==> src/rtl/d_mem_arbiter_if.sv <==
// Bundle for the data-memory arbiter: two requester ports plus the memory side.
// The arbiter uses the slave modport; requesters and memory use the master modport.
interface d_mem_arbiter_if #(
  parameter int AW  = 8,
  parameter int DW  = 16,
  parameter int BLW = 4
);
  logic           a_req;
  logic [AW-1:0]  a_addr;
  logic           a_we;
  logic [DW-1:0]  a_wdata;
  logic           a_ack;
  logic [DW-1:0]  a_rdata;

  logic           b_req;
  logic [AW-1:0]  b_addr;
  logic           b_we;
  logic [DW-1:0]  b_wdata;
  logic [BLW-1:0] b_blen;
  logic           b_ack;
  logic           b_last;
  logic [DW-1:0]  b_rdata;

  logic [AW-1:0]  mem_addr;
  logic           mem_we;
  logic [DW-1:0]  mem_wdata;
  logic [DW-1:0]  mem_rdata;

  logic           busy;

  modport slave (
    input  a_req, a_addr, a_we, a_wdata,
    output a_ack, a_rdata,
    input  b_req, b_addr, b_we, b_wdata, b_blen,
    output b_ack, b_last, b_rdata,
    output mem_addr, mem_we, mem_wdata,
    input  mem_rdata,
    output busy
  );

  modport master (
    output a_req, a_addr, a_we, a_wdata,
    input  a_ack, a_rdata,
    output b_req, b_addr, b_we, b_wdata, b_blen,
    input  b_ack, b_last, b_rdata,
    input  mem_addr, mem_we, mem_wdata,
    output mem_rdata,
    input  busy
  );
endinterface

==> src/rtl/d_mem_arbiter.sv <==
// Round-robin arbiter sharing a single-port data memory between the CPU (A)
// and the DMA/debug engine (B); B may read bursts with auto-incrementing address.
//
//   state | meaning
//   IDLE  | no access in flight; sample eligible requests and grant one
//   ACC_A | port A single access presented to memory
//   ACC_B | port B access presented to memory; stays here for burst beats
module d_mem_arbiter #(
  parameter int AW  = 8,
  parameter int DW  = 16,
  parameter int BLW = 4
) (
  input  logic           clk,
  input  logic           rst,
  d_mem_arbiter_if.slave bus
);

  typedef enum logic [1:0] {
    IDLE  = 2'd0,
    ACC_A = 2'd1,
    ACC_B = 2'd2
  } state_t;

  state_t          state_q, state_d;
  logic [AW-1:0]   mem_addr_q, mem_addr_d;
  logic            mem_we_q, mem_we_d;
  logic [DW-1:0]   mem_wdata_q, mem_wdata_d;
  logic            a_ack_q, a_ack_d;
  logic [DW-1:0]   a_rdata_q, a_rdata_d;
  logic            b_ack_q, b_ack_d;
  logic            b_last_q, b_last_d;
  logic [DW-1:0]   b_rdata_q, b_rdata_d;
  logic [BLW-1:0]  beat_cnt_q, beat_cnt_d;
  logic            prio_b_q, prio_b_d;

  logic a_elig, b_elig, grant_a, grant_b;

  // A port whose ack is showing is still holding req from the finished access.
  assign a_elig  = bus.a_req && !a_ack_q;
  assign b_elig  = bus.b_req && !b_ack_q;
  assign grant_a = a_elig && (!b_elig || !prio_b_q);
  assign grant_b = b_elig && !grant_a;

  always_comb begin
    state_d     = state_q;
    mem_addr_d  = mem_addr_q;
    mem_we_d    = 1'b0;
    mem_wdata_d = mem_wdata_q;
    a_ack_d     = 1'b0;
    a_rdata_d   = a_rdata_q;
    b_ack_d     = 1'b0;
    b_last_d    = 1'b0;
    b_rdata_d   = b_rdata_q;
    beat_cnt_d  = beat_cnt_q;
    prio_b_d    = prio_b_q;

    unique case (state_q)
      IDLE: begin
        if (grant_a) begin
          state_d     = ACC_A;
          mem_addr_d  = bus.a_addr;
          mem_we_d    = bus.a_we;
          mem_wdata_d = bus.a_wdata;
          prio_b_d    = 1'b1;
        end else if (grant_b) begin
          state_d     = ACC_B;
          mem_addr_d  = bus.b_addr;
          mem_we_d    = bus.b_we;
          mem_wdata_d = bus.b_wdata;
          beat_cnt_d  = bus.b_we ? '0 : bus.b_blen;
          prio_b_d    = 1'b0;
        end
      end

      ACC_A: begin
        if (!mem_we_q) a_rdata_d = bus.mem_rdata;
        a_ack_d = 1'b1;
        state_d = IDLE;
      end

      ACC_B: begin
        b_ack_d = 1'b1;
        if (!mem_we_q) begin
          b_rdata_d  = bus.mem_rdata;
          mem_addr_d = mem_addr_q + AW'(1);
        end
        // Down-counter reaching zero marks the final beat.
        if (beat_cnt_q == '0) begin
          b_last_d = 1'b1;
          state_d  = IDLE;
        end else begin
          beat_cnt_d = beat_cnt_q - BLW'(1);
        end
      end

      default: state_d = IDLE;
    endcase
  end

  always_ff @(posedge clk) begin
    if (rst) begin
      state_q     <= IDLE;
      mem_addr_q  <= '0;
      mem_we_q    <= 1'b0;
      mem_wdata_q <= '0;
      a_ack_q     <= 1'b0;
      a_rdata_q   <= '0;
      b_ack_q     <= 1'b0;
      b_last_q    <= 1'b0;
      b_rdata_q   <= '0;
      beat_cnt_q  <= '0;
      prio_b_q    <= 1'b0;
    end else begin
      state_q     <= state_d;
      mem_addr_q  <= mem_addr_d;
      mem_we_q    <= mem_we_d;
      mem_wdata_q <= mem_wdata_d;
      a_ack_q     <= a_ack_d;
      a_rdata_q   <= a_rdata_d;
      b_ack_q     <= b_ack_d;
      b_last_q    <= b_last_d;
      b_rdata_q   <= b_rdata_d;
      beat_cnt_q  <= beat_cnt_d;
      prio_b_q    <= prio_b_d;
    end
  end

  assign bus.mem_addr  = mem_addr_q;
  assign bus.mem_we    = mem_we_q;
  assign bus.mem_wdata = mem_wdata_q;
  assign bus.a_ack     = a_ack_q;
  assign bus.a_rdata   = a_rdata_q;
  assign bus.b_ack     = b_ack_q;
  assign bus.b_last    = b_last_q;
  assign bus.b_rdata   = b_rdata_q;
  assign bus.busy      = (state_q != IDLE);

endmodule

==> src/flat_wrapper.sv <==
// flat-port wrapper written by rule: the top's interface ports become plain ports
module d_mem_arbiter_flat 
#(
  parameter int AW  = 8,
  parameter int DW  = 16,
  parameter int BLW = 4
)
  (clk, rst, bus_a_req, bus_a_addr, bus_a_we, bus_a_wdata, bus_a_ack, bus_a_rdata, bus_b_req, bus_b_addr, bus_b_we, bus_b_wdata, bus_b_blen, bus_b_ack, bus_b_last, bus_b_rdata, bus_mem_addr, bus_mem_we, bus_mem_wdata, bus_mem_rdata, bus_busy);
  d_mem_arbiter_if #(.AW(AW), .DW(DW), .BLW(BLW)) bus_i ();
  input  logic clk;
  input  logic rst;
  input wire logic [$bits(bus_i.a_req)-1:0] bus_a_req;
  input wire logic [$bits(bus_i.a_addr)-1:0] bus_a_addr;
  input wire logic [$bits(bus_i.a_we)-1:0] bus_a_we;
  input wire logic [$bits(bus_i.a_wdata)-1:0] bus_a_wdata;
  output wire logic [$bits(bus_i.a_ack)-1:0] bus_a_ack;
  output wire logic [$bits(bus_i.a_rdata)-1:0] bus_a_rdata;
  input wire logic [$bits(bus_i.b_req)-1:0] bus_b_req;
  input wire logic [$bits(bus_i.b_addr)-1:0] bus_b_addr;
  input wire logic [$bits(bus_i.b_we)-1:0] bus_b_we;
  input wire logic [$bits(bus_i.b_wdata)-1:0] bus_b_wdata;
  input wire logic [$bits(bus_i.b_blen)-1:0] bus_b_blen;
  output wire logic [$bits(bus_i.b_ack)-1:0] bus_b_ack;
  output wire logic [$bits(bus_i.b_last)-1:0] bus_b_last;
  output wire logic [$bits(bus_i.b_rdata)-1:0] bus_b_rdata;
  output wire logic [$bits(bus_i.mem_addr)-1:0] bus_mem_addr;
  output wire logic [$bits(bus_i.mem_we)-1:0] bus_mem_we;
  output wire logic [$bits(bus_i.mem_wdata)-1:0] bus_mem_wdata;
  input wire logic [$bits(bus_i.mem_rdata)-1:0] bus_mem_rdata;
  output wire logic [$bits(bus_i.busy)-1:0] bus_busy;
  assign bus_i.a_req = bus_a_req;
  assign bus_i.a_addr = bus_a_addr;
  assign bus_i.a_we = bus_a_we;
  assign bus_i.a_wdata = bus_a_wdata;
  assign bus_a_ack = bus_i.a_ack;
  assign bus_a_rdata = bus_i.a_rdata;
  assign bus_i.b_req = bus_b_req;
  assign bus_i.b_addr = bus_b_addr;
  assign bus_i.b_we = bus_b_we;
  assign bus_i.b_wdata = bus_b_wdata;
  assign bus_i.b_blen = bus_b_blen;
  assign bus_b_ack = bus_i.b_ack;
  assign bus_b_last = bus_i.b_last;
  assign bus_b_rdata = bus_i.b_rdata;
  assign bus_mem_addr = bus_i.mem_addr;
  assign bus_mem_we = bus_i.mem_we;
  assign bus_mem_wdata = bus_i.mem_wdata;
  assign bus_i.mem_rdata = bus_mem_rdata;
  assign bus_busy = bus_i.busy;
  d_mem_arbiter #(.AW(AW), .DW(DW), .BLW(BLW)) u_core (.clk(clk), .rst(rst), .bus(bus_i));
endmodule
==> config.mk <==
export PLATFORM = sky130hd
export DESIGN_NAME = d_mem_arbiter_flat
export DESIGN_NICKNAME = d
export VERILOG_FILES = /design/src/rtl/d_mem_arbiter_if.sv /design/src/rtl/d_mem_arbiter.sv /design/src/flat_wrapper.sv
export SDC_FILE = /design/constraint.sdc
export NUM_CORES = 1
export LEC_CHECK = 0
export CORE_ASPECT_RATIO = 1.2
export CORE_UTILIZATION = 37
export DETAILED_ROUTE_END_ITERATION = 12
export PLACE_DENSITY = 0.76
export SLEW_MARGIN = 20
export SYNTH_ARGS = -nofsm -noshare
export SYNTH_HDL_FRONTEND = slang
export SYNTH_SLANG_ARGS = --single-unit
==> constraint.sdc <==
create_clock -name clk -period 1.7 [get_ports clk]
set_input_delay 0.34 -clock clk [delete_from_list [all_inputs] [get_ports clk]]
set_output_delay 0.34 -clock clk [all_outputs]
set_load 0.05 [all_outputs]
==> results.md <==
- Reg area: ~1300 um2
- Reg-to-reg slack, setup: roughly 0.092 ns
- Worst hold endpoint: u_core.bus.a_rdata[9]
- Pwr dens: 998 nW/um2
- First-pass GRT wire length: 14,200 um
- Grt ovf: 0
- Most frequent cells in the layout: nand2_1 (105), buf_4 (86), clkdlybuf4s50_1 (72)
- Placer Congestion: roughly 0.87
- Initial Util: 0.379
- Depth of the CTS H-tree: 3
- Hold depth: 2
- Total CTS buffers: 9
- Post-synth EDFFs: 0
- Max-cap violations: 0
- DRC viols: 0
- Register area share after synthesis: 0.461
- Ys Warns: 0
- Core Util, Final: 0.600
- Clock-pin slew on the worst setup and hold paths: approximately 0.08 ns
- Period utilisation layout: 0.946
- Vias per cell: roughly 5.2
- Row count: 35
- DP Worst Slack: -0.239 ns
- Core Area: about 7700 um2
- Die ar.: 8220 um2
- CTS root buffer: clkbuf_8
- Share of cells above drive strength 1: 0.218
- Worst slew margin: 0.763
- WP data arrival: approximately 1.8 ns
- Nets@finish: 602
- Post-route minimum period: approximately 1.6 ns
- R2r endpoint: u_core.beat_cnt_q[0]
- Worst Path Required: about 1.9 ns
- Antenna cell count: 0
- Final hold vios: 0
- Syn Std Cell Area: ~2900 um2
- Synth async-reset ratio: 0
- Final setup fails: 0
- ANT nets after route: 0
- DIE HEIGHT: 99.1 um
- Max Fclk: approximately 0.62 GHz
- Final HPWL DP: roughly 6600 um
- Slew Limit Fails: 0
- Final WL: between 8000 and 9000 um
- # fillers: around 700
- Total GRT Usage: 0.214
- # port buffers: 134
- Largest net degree at the start of global routing: 66
- Static Leak: around 0.0019 uW
- Area of the multi-input gates: approximately 1500 um2
- Max FO, Critical Path: 5
- Area growth syn-to-layout: 58.1%
- Clock Skew: 0.0107 ns
- Hold crit path type: register to register
- Commonest non-fill, non-tap cell in the layout: nand2_1
- Worst r2r path cells: 6
- Register bit total from synthesis: 67
- Critical Path Sink Type: register
- Initial antenna violation count: 0
- Unrepaired setup endpoints after global routing: no
- Number of global-route vias before repair: about 3,100
- Max VDD drop: 0.591 mV
- Hold path start: u_core.bus.a_rdata[9]
- Critical path class: register to register
- Syn nets: roughly 450
- Die Width: around 83 um
- Outcome: finished clean
- Slew @ Worst Pin: 0.353 ns
- IO Count: around 140
- Clk sinks: 67
- Vias post-DR: 3,254
- DRT iter0 DRCs: 83
- Syn Area/Cell: 7.73 um2
- DRT Pass-1 Iters: 4
- Worst Setup Start Kind: register
- Netlist cell types: 41
- Worst Slack Setup Final: around 0.09 ns
- Maximum clock path buffer count: 2
- Mapped Cells: 376
- Top_reg_cell synth: dfxtp_1
- TritonCTS clock tree: done
- Avg WL per Cell: around 14 um
- Hold-fix buffers, CTS: 0
- Reg2reg start: u_core.beat_cnt_q[1]
- Hold WS: between 0.4 and 0.5 ns
- Skew-Pair Late Insertion Delay: about 0.34 ns
-- metal layers --
metal	up-vias	GRT usage	routed length (um)
li1	1610	-	-
met2	143	0.378	4430
met3	17	0.0755	764
met5	-	0	0
met1	1484	0.229	3400
met4	0	0.0981	165
-- cell type report --
cell class | instances | share of cell area
clock inverter | 5 | 0.0117
timing repair buffer | 164 | 0.320
sequential | 67 | 0.292
multi-input combinational | 278 | 0.318
clock buffer | 11 | 0.0286
tap | 92 | 0.0250
inverter | 6 | 0.00490
-- worst max path at each step --
stage,cells after the start,start,to,slack (ns)
detailed placement,6,bus_a_req,u_core.bus.mem_addr[7],-0.24
CTS,6,u_core.beat_cnt_q[1],u_core.beat_cnt_q[0],0.03
floorplan,4,u_core.bus.mem_we,u_core.bus.mem_addr[3],0.002
global placement,6,bus_a_req,u_core.bus.mem_addr[7],-0.21
global route,6,u_core.beat_cnt_q[1],u_core.beat_cnt_q[0],0.04
finish,6,u_core.beat_cnt_q[1],u_core.beat_cnt_q[0],0.09
-- Yosys cell counts (4+ instances only) --
library cell	count	area share
a211oi_1	7	0.018
a21boi_0	4	0.010
a21oi_1	41	0.071
a311oi_1	18	0.054
a31oi_1	4	0.0086
and3_1	5	0.011
buf_2	5	0.0086
clkbuf_1	18	0.023
dfxtp_1	67	0.46
inv_1	6	0.0077
nand2_1	106	0.14
nand2b_1	5	0.011
nand3_1	6	0.010
nor2_1	30	0.039
nor3_1	4	0.0069
o21ai_0	13	0.022
-- sequential cells by signal, indices dropped and copies added, names as in the netlist --
register              flops
u_core.bus.mem_we         1
u_core.beat_cnt_q         4
u_core.bus.mem_wdata     16
u_core.bus.a_rdata       16
u_core.bus.b_ack          1
u_core.bus.b_rdata       16
u_core.bus.mem_addr       8
u_core.prio_b_q           1
u_core.state_q            2
u_core.bus.b_last         1
u_core.bus.a_ack          1
-- metrics by stage --
stage | power, uW | cells | setup TNS (ns) | instance area, um2
after global placement | 3320 | 607 | -4.19 | 4400
after global routing | 4820 | 623 | 0 | 4600
after floorplan | 2710 | 376 | 0 | 2920
after detailed placement | 3340 | 607 | -5.04 | 4400
final | 4590 | 623 | 0 | 4600
after CTS | 4620 | 623 | 0 | 4590
-- kinds of logic (layout without fill, tap and decap cells) --
family                   Yosys count  count (layout)  share of synthesized area
AO/OA/AOI/OAI                    102             102                      0.230
adder cells (fa/ha/maj)            2               2                    0.00860
buffers and inverters             31             186                     0.0422
flip-flops                        67              67                      0.461
AND/OR/NAND/NOR                  174             174                      0.258
-- power breakdown --
group | internal [uW] | leakage, uW | total [uW] | switching (uW)
sequential | 1710 | 0.000550 | 1820 | 110
combinational | 600 | 0.00125 | 1500 | 897
clock | 674 | 0.0000971 | 1270 | 599
-- worst max-delay path: stages, from the launching register on --
cell     delay [ns]
dfxtp_1        0.31
inv_1          0.07
ha_1           0.20
or3b_4         0.41
nand2_4        0.10
a22oi_1        0.10
o221a_2        0.30
-- what timing repair did --
| item | in CTS | in global routing |
|---|---|---|
| cloned | 0 | 0 |
| resized for setup | 2 | 3 |
| buffers inserted | 0 | 0 |
| endpoints found under the setup margin | 1 | 2 |
Power figures use the tool's default switching activity.
